[src/rtl/intt_pass_sequencer_pkg.sv]
// Shared types and constants for the inverse-NTT pass sequencer.
package intt_pass_sequencer_pkg;

  localparam int LOGE  = 3;
  localparam int LOGN  = 10;
  localparam int FSIZE = 32;
  localparam int N     = 1 << LOGN;

  localparam int INTT_SEQ_START_TMO = 8;
  localparam int INTT_SEQ_TIMEOUT   = N;

  // Level fields are sized so that LOGE and MAX_LEVELS themselves are representable.
  localparam int LVL_W  = $clog2(LOGE + 1);
  localparam int BASE_W = $clog2(LOGN);
  localparam int TOT_W  = $clog2(LOGN + 1);
  localparam int TMR_W  = $clog2(INTT_SEQ_TIMEOUT + 1);

  typedef enum logic [1:0] {
    SEQ_IDLE,
    SEQ_ISSUE,
    SEQ_WAIT_BUSY,
    SEQ_WAIT_DONE
  } intt_seq_state_e;

  typedef struct packed {
    logic [LVL_W-1:0]  levels;
    logic [BASE_W-1:0] base_level;
  } intt_pass_cmd_t;

endpackage

[src/rtl/intt_pass_sequencer_splitter.sv]
// Combinational pass split: takes up to LOGE of the remaining levels from the top.
module intt_pass_sequencer_splitter
  import intt_pass_sequencer_pkg::*;
(
  input  logic [TOT_W-1:0] rem,
  output intt_pass_cmd_t   cmd,
  output logic [TOT_W-1:0] rem_next
);

  localparam logic [TOT_W-1:0] LOGE_T = TOT_W'(LOGE);

  logic [TOT_W-1:0] lv;

  always_comb begin
    lv             = (rem < LOGE_T) ? rem : LOGE_T;
    rem_next       = rem - lv;
    cmd.levels     = LVL_W'(lv);
    cmd.base_level = BASE_W'(rem_next);
  end

endmodule

[src/rtl/intt_pass_sequencer.sv]
// Splits one inverse-NTT job into per-pass commands for iNTTControl_v1, highest levels first.
//  state          | meaning
//  SEQ_IDLE       | job_ready high; error holds the outcome of the last job
//  SEQ_ISSUE      | start_NTT pulse; pass command already registered
//  SEQ_WAIT_BUSY  | waiting for NTT_working to rise (start timeout)
//  SEQ_WAIT_DONE  | pass running; waiting for NTT_working to fall (pass timeout)
module intt_pass_sequencer
  import intt_pass_sequencer_pkg::*;
(
  input  logic              clk,
  input  logic              rstn,
  input  logic              job_valid,
  output logic              job_ready,
  input  logic [FSIZE-1:0]  job_p,
  input  logic [TOT_W-1:0]  job_total_levels,
  output logic              start_NTT,
  output logic [FSIZE-1:0]  p,
  output logic [LVL_W-1:0]  NTT_levels,
  output logic [BASE_W-1:0] NTT_base_level,
  input  logic              NTT_working,
  output logic              bank_sel,
  output logic              job_done,
  output logic              error
);

  intt_seq_state_e  state, state_nxt;
  intt_pass_cmd_t   cmd;
  logic [TOT_W-1:0] rem, split_in, rem_next;
  logic [TMR_W-1:0] tmr;
  logic             job_legal, accept, busy_tmo, done_tmo, pass_end, last_pass, load_cmd;

  assign job_legal = (job_total_levels != '0) && (job_total_levels <= TOT_W'(LOGN));
  assign accept    = (state == SEQ_IDLE) && job_valid;
  assign last_pass = (rem == '0);
  assign pass_end  = (state == SEQ_WAIT_DONE) && !NTT_working;
  assign busy_tmo  = (state == SEQ_WAIT_BUSY) && !NTT_working && (tmr == '0);
  assign done_tmo  = (state == SEQ_WAIT_DONE) && NTT_working && (tmr == '0);
  assign load_cmd  = (accept && job_legal) || (pass_end && !last_pass);

  // The first pass splits straight from the request so the command is ready in ISSUE.
  assign split_in  = (state == SEQ_IDLE) ? job_total_levels : rem;

  intt_pass_sequencer_splitter u_split (
    .rem      (split_in),
    .cmd      (cmd),
    .rem_next (rem_next)
  );

  always_ff @(posedge clk or negedge rstn) begin
    if (!rstn) state <= SEQ_IDLE;
    else       state <= state_nxt;
  end

  always_comb begin
    state_nxt = state;
    case (state)
      SEQ_IDLE:      if (accept && job_legal) state_nxt = SEQ_ISSUE;
      SEQ_ISSUE:     state_nxt = SEQ_WAIT_BUSY;
      SEQ_WAIT_BUSY: if (NTT_working)   state_nxt = SEQ_WAIT_DONE;
                     else if (busy_tmo) state_nxt = SEQ_IDLE;
      SEQ_WAIT_DONE: if (pass_end)      state_nxt = last_pass ? SEQ_IDLE : SEQ_ISSUE;
                     else if (done_tmo) state_nxt = SEQ_IDLE;
      default:       state_nxt = SEQ_IDLE;
    endcase
  end

  always_comb begin
    job_ready = (state == SEQ_IDLE);
    start_NTT = (state == SEQ_ISSUE);
  end

  // Down-counter parks at zero, so a stalled pass can never wrap into a fake completion.
  always_ff @(posedge clk or negedge rstn) begin
    if (!rstn) begin
      tmr <= '0;
    end else begin
      case (state)
        SEQ_ISSUE:     tmr <= TMR_W'(INTT_SEQ_START_TMO);
        SEQ_WAIT_BUSY: if (NTT_working)     tmr <= TMR_W'(INTT_SEQ_TIMEOUT);
                       else if (tmr != '0)  tmr <= tmr - TMR_W'(1);
        SEQ_WAIT_DONE: if (tmr != '0)       tmr <= tmr - TMR_W'(1);
        default:       tmr <= '0;
      endcase
    end
  end

  always_ff @(posedge clk or negedge rstn) begin
    if (!rstn) begin
      p              <= '0;
      rem            <= '0;
      NTT_levels     <= '0;
      NTT_base_level <= '0;
      bank_sel       <= 1'b0;
      job_done       <= 1'b0;
      error          <= 1'b0;
    end else begin
      job_done <= pass_end && last_pass;
      if (accept) begin
        error <= !job_legal;
        if (job_legal) p <= job_p;
      end else if (busy_tmo || done_tmo) begin
        error <= 1'b1;
      end
      if (load_cmd) begin
        NTT_levels     <= cmd.levels;
        NTT_base_level <= cmd.base_level;
        rem            <= rem_next;
      end
      if (pass_end && !last_pass) bank_sel <= ~bank_sel;
    end
  end

endmodule

[config.mk]
export PLATFORM = sky130hd
export DESIGN_NAME = intt_pass_sequencer
export DESIGN_NICKNAME = d
export VERILOG_FILES = /design/src/rtl/intt_pass_sequencer_pkg.sv /design/src/rtl/intt_pass_sequencer_splitter.sv /design/src/rtl/intt_pass_sequencer.sv
export SDC_FILE = /design/constraint.sdc
export NUM_CORES = 1
export LEC_CHECK = 0
export BUFFER_PORTS_ARGS = -buffer_cell sky130_fd_sc_hd__buf_2
export CAP_MARGIN = 20
export CORE_MARGIN = 1
export CORE_UTILIZATION = 48
export CTS_BUF_LIST = sky130_fd_sc_hd__clkbuf_2 sky130_fd_sc_hd__clkbuf_4 sky130_fd_sc_hd__clkbuf_8
export DETAILED_ROUTE_END_ITERATION = 7
export GPL_ROUTABILITY_DRIVEN = 1
export GPL_TIMING_DRIVEN = 0
export PLACE_DENSITY = 0.84
export SETUP_SLACK_MARGIN = 0.05
export SLEW_MARGIN = 20
export SYNTH_ARGS = -nofsm -noshare
export SYNTH_HDL_FRONTEND = slang
export SYNTH_HIERARCHICAL = 1
export SYNTH_SLANG_ARGS = --single-unit
[constraint.sdc]
create_clock -name clk -period 2 [get_ports clk]
set_input_delay 0 -clock clk [delete_from_list [all_inputs] [get_ports clk]]
set_output_delay 0 -clock clk [all_outputs]
set_load 0.01 [all_outputs]
==> impl_metrics.yaml <==
final_layout:
  share_of_cells_above_drive_strength_1_pct: 59.0
  layout.cells.most_common: "buf_2"
  leading_cell_types_in_the_layout_fill_and_taps_excluded: "buf_2, dfrtp_1, mux2_2"
  num-nets-final: 386
  antenna_cells_inserted: 0
  stdcell_area_sq_mm: 0.00408
  synth_to_final_area_change_pct: 55.4
sta:
  hold_vio_cnt_final: 0
  relSlewSlack_pct: 32.1
  hold_ws_ns: 0.251
  report.final.setup_viol: 2
  timing_worst_slew_pin_value_ns: 1.01
  skew_ns: 0.00299
  slew_viol_final: 0
  period_minus_slack_ns: 2.02
  setup_slack_ns: -0.0159
  grt_setup_unrepaired: "true"
  fmax_ghz: 0.496
  post-route-period-util_pct: 101
cts:
  clk_transition_reported_paths_ns: 0.07
  worst_skew_pair.late_latency_ns: 0.33
  h_tree_levels: 3
  cts.sinks: 58
  cts_made_buffers: 9
  tritoncts_clock_tree: "yes"
  root_buffer_cell: "clkbuf_8"
  cts.path.max_buffers: 2
status:
  violations: "negative setup slack"
  status: "finished, violations left"
route:
  wirelength_mm: 6.98
  wl_cell_um: 16.6
  detail_route.first_pass.iterations: 4
  dr.first_iter.drc_count: 106
  number_of_antenna_violating_nets_in_the_routed_design: 0
  viasPerCell: 5.20
  post-route-drc-count: 0
  dr_total_vias: 2180
global_routing:
  grt_max_degree: 59
  first_global_vias: 2319
  antenna_found_initial: 0
  global_route.overflow_total: 0
  grt_pass1_wl_mm: 10.9
  grt_use_total_pct: 24.5
logic_synthesis:
  synth.cell_area_sq_mm: 0.00262
  yosysSeqAreaShare_pct: 55.3
  yosys_most_used_dff: "dfrtp_1"
  postSynthAreaPerCell_sq_um: 13.4
  synth-async-reset-ratio_pct: 100
  synth.ff_latch_count: 58
  postSynthNetCount: 237
  synthDistinctLibCells: 36
  synthesis.instances: 195
  synth_edf_count: 0
  yosys_warnings: 6
worst_setup_path:
  crit_required_ns: 2.22
  cp-end-kind: "flip-flop"
  setup.reg_to_reg.worst_slack_ns: -0.02
  criticalPathCategory: "flip-flop to flip-flop"
  critical_path_launch_point_type: "flip-flop"
  startpoint: "state[0]"
  timing.rr.start: "state[0]"
  critPathArrivalTime_ns: 2.24
  highest_net_fanout_along_the_worst_path: 5
place:
  place.gp.congestion: 0.810
  dp.final_hpwl_mm: 3.67
  placed_area_sq_mm: 0.00315
  numPortBuffers: 82
  placement.setup.worst_slack_ns: -0.139
run:
  cap_viol_max_count: 0
worst_hold_path:
  hold_class: "input pin to asynchronous set/reset pin"
floorplanning:
  dieWidth_um: 75.9
  initial_utilization_pct: 50.7
  fp_rows: 26
  die_area_sq_mm: 0.00576
  core_area_sq_mm: 0.00517
  io-pin-count: 83
  die_height_um: 75.9
power_and_ir_drop:
  leakage_component_of_the_power_nw: 1.94
  ir_drop_mv: 0.966
  cell_area_power_density_mw_per_mm2: 1710
==> cell usage after synthesis (all sizes together) (2+ instances only) <==
library cell	instances	share of area [%]
nand2	5	0.81
ha	2	0.95
o21a	2	0.57
xnor2	3	1.0
a21oi	8	1.5
or3	7	1.9
nor3	6	1.1
nor2b	4	0.95
buf	12	4.6
inv	6	0.86
or2	2	0.48
nand3	3	0.57
mux2	47	20
or4	4	1.1
o21ai	3	0.57
xor2	3	1.0
nor2	8	1.9
dfrtp	58	55
==> per-layer routing <==
metal | global-route usage [%] | up-vias | routed length, um
li1 | - | 991 | -
met1 | 28.6 | 1092 | 2800
met2 | 44.4 | 80 | 3670
met3 | 4.10 | 17 | 331
met4 | 10.8 | 0 | 175
met5 | 0 | - | 0
==> worst paths after layout <==
check | cells past startpoint | endpoint
worst max register to register | 7 | rem[2]
worst min-delay path | 2 | tmr[4]
max in group asynchronous | 2 | NTT_base_level[3]
min in group clk | 5 | NTT_levels[1]
worst max-delay path | 7 | rem[2]
worst min register to register | 1 | bank_sel
==> final cells by class <==
class                   count  area (sq um)
flip-flops and latches     58          1450
inverters                   6          22.5
well taps                  70          87.6
clock buffers              12           165
plain buffers              10           105
clock inverters             4           120
fillers                   301          1100
multi-input cells         119          1160
repair buffers            140           961
==> kinds of logic (layout without fill, tap and decap cells) <==
family | count (synthesis) | in the layout | synth area share, %
flip-flops | 58 | 58 | 55.3
multiplexers | 47 | 47 | 20.2
AO/OA/AOI/OAI | 21 | 21 | 5.30
buffers and inverters | 18 | 172 | 5.44
adder cells (fa/ha/maj) | 2 | 2 | 0.954
XOR/XNOR | 6 | 6 | 2.00
AND/OR/NAND/NOR | 43 | 43 | 10.8
==> what timing repair did <==
item | 4_1_cts | 5_1_grt
hold buffers | 35 | 0
gates cloned | 0 | 1
pin swaps | 4 | 18
endpoints found under the hold margin | 92 | 0
setup endpoints to repair | 11 | 43
resized for setup | 7 | 23
setup buffers | 13 | 9
==> registers in the layout (all words and copies together), names as in the netlist <==
signal          count
NTT_base_level      4
NTT_levels          2
bank_sel            1
error               1
job_done            1
p                  32
rem                 4
state               2
tmr                11
==> critical path, stage by stage, from the launching register on <==
cell and delay, ns:
dfrtp_1 0.43, nor2_4 0.23, mux2_4 0.33, or2_4 0.24, ha_4 0.16, xnor2_2 0.13, buf_4 0.13, mux2_2 0.24
==> power breakdown <==
group / switching [mW] / leakage, nW / internal [mW]
registers: 0.345 / 0.708 / 1.71
logic: 1.51 / 1.09 / 1.90
clock network: 0.474 / 0.143 / 1.06
total: 2.33 / 1.94 / 4.66
==> through the flow <==
step	utilization (%)	setup TNS [ns]	instances	power, mW
after floorplan	-	-0.0841	195	3.82
after global placement	60.9	-0.177	347	4.51
after detailed placement	61.0	-0.394	347	4.63
after CTS	75.8	-0.114	411	6.54
after global routing	78.8	-0.211	419	7.34
final	78.8	-0.0203	419	6.99
No activity file was read; power rests on OpenSTA's default activity.
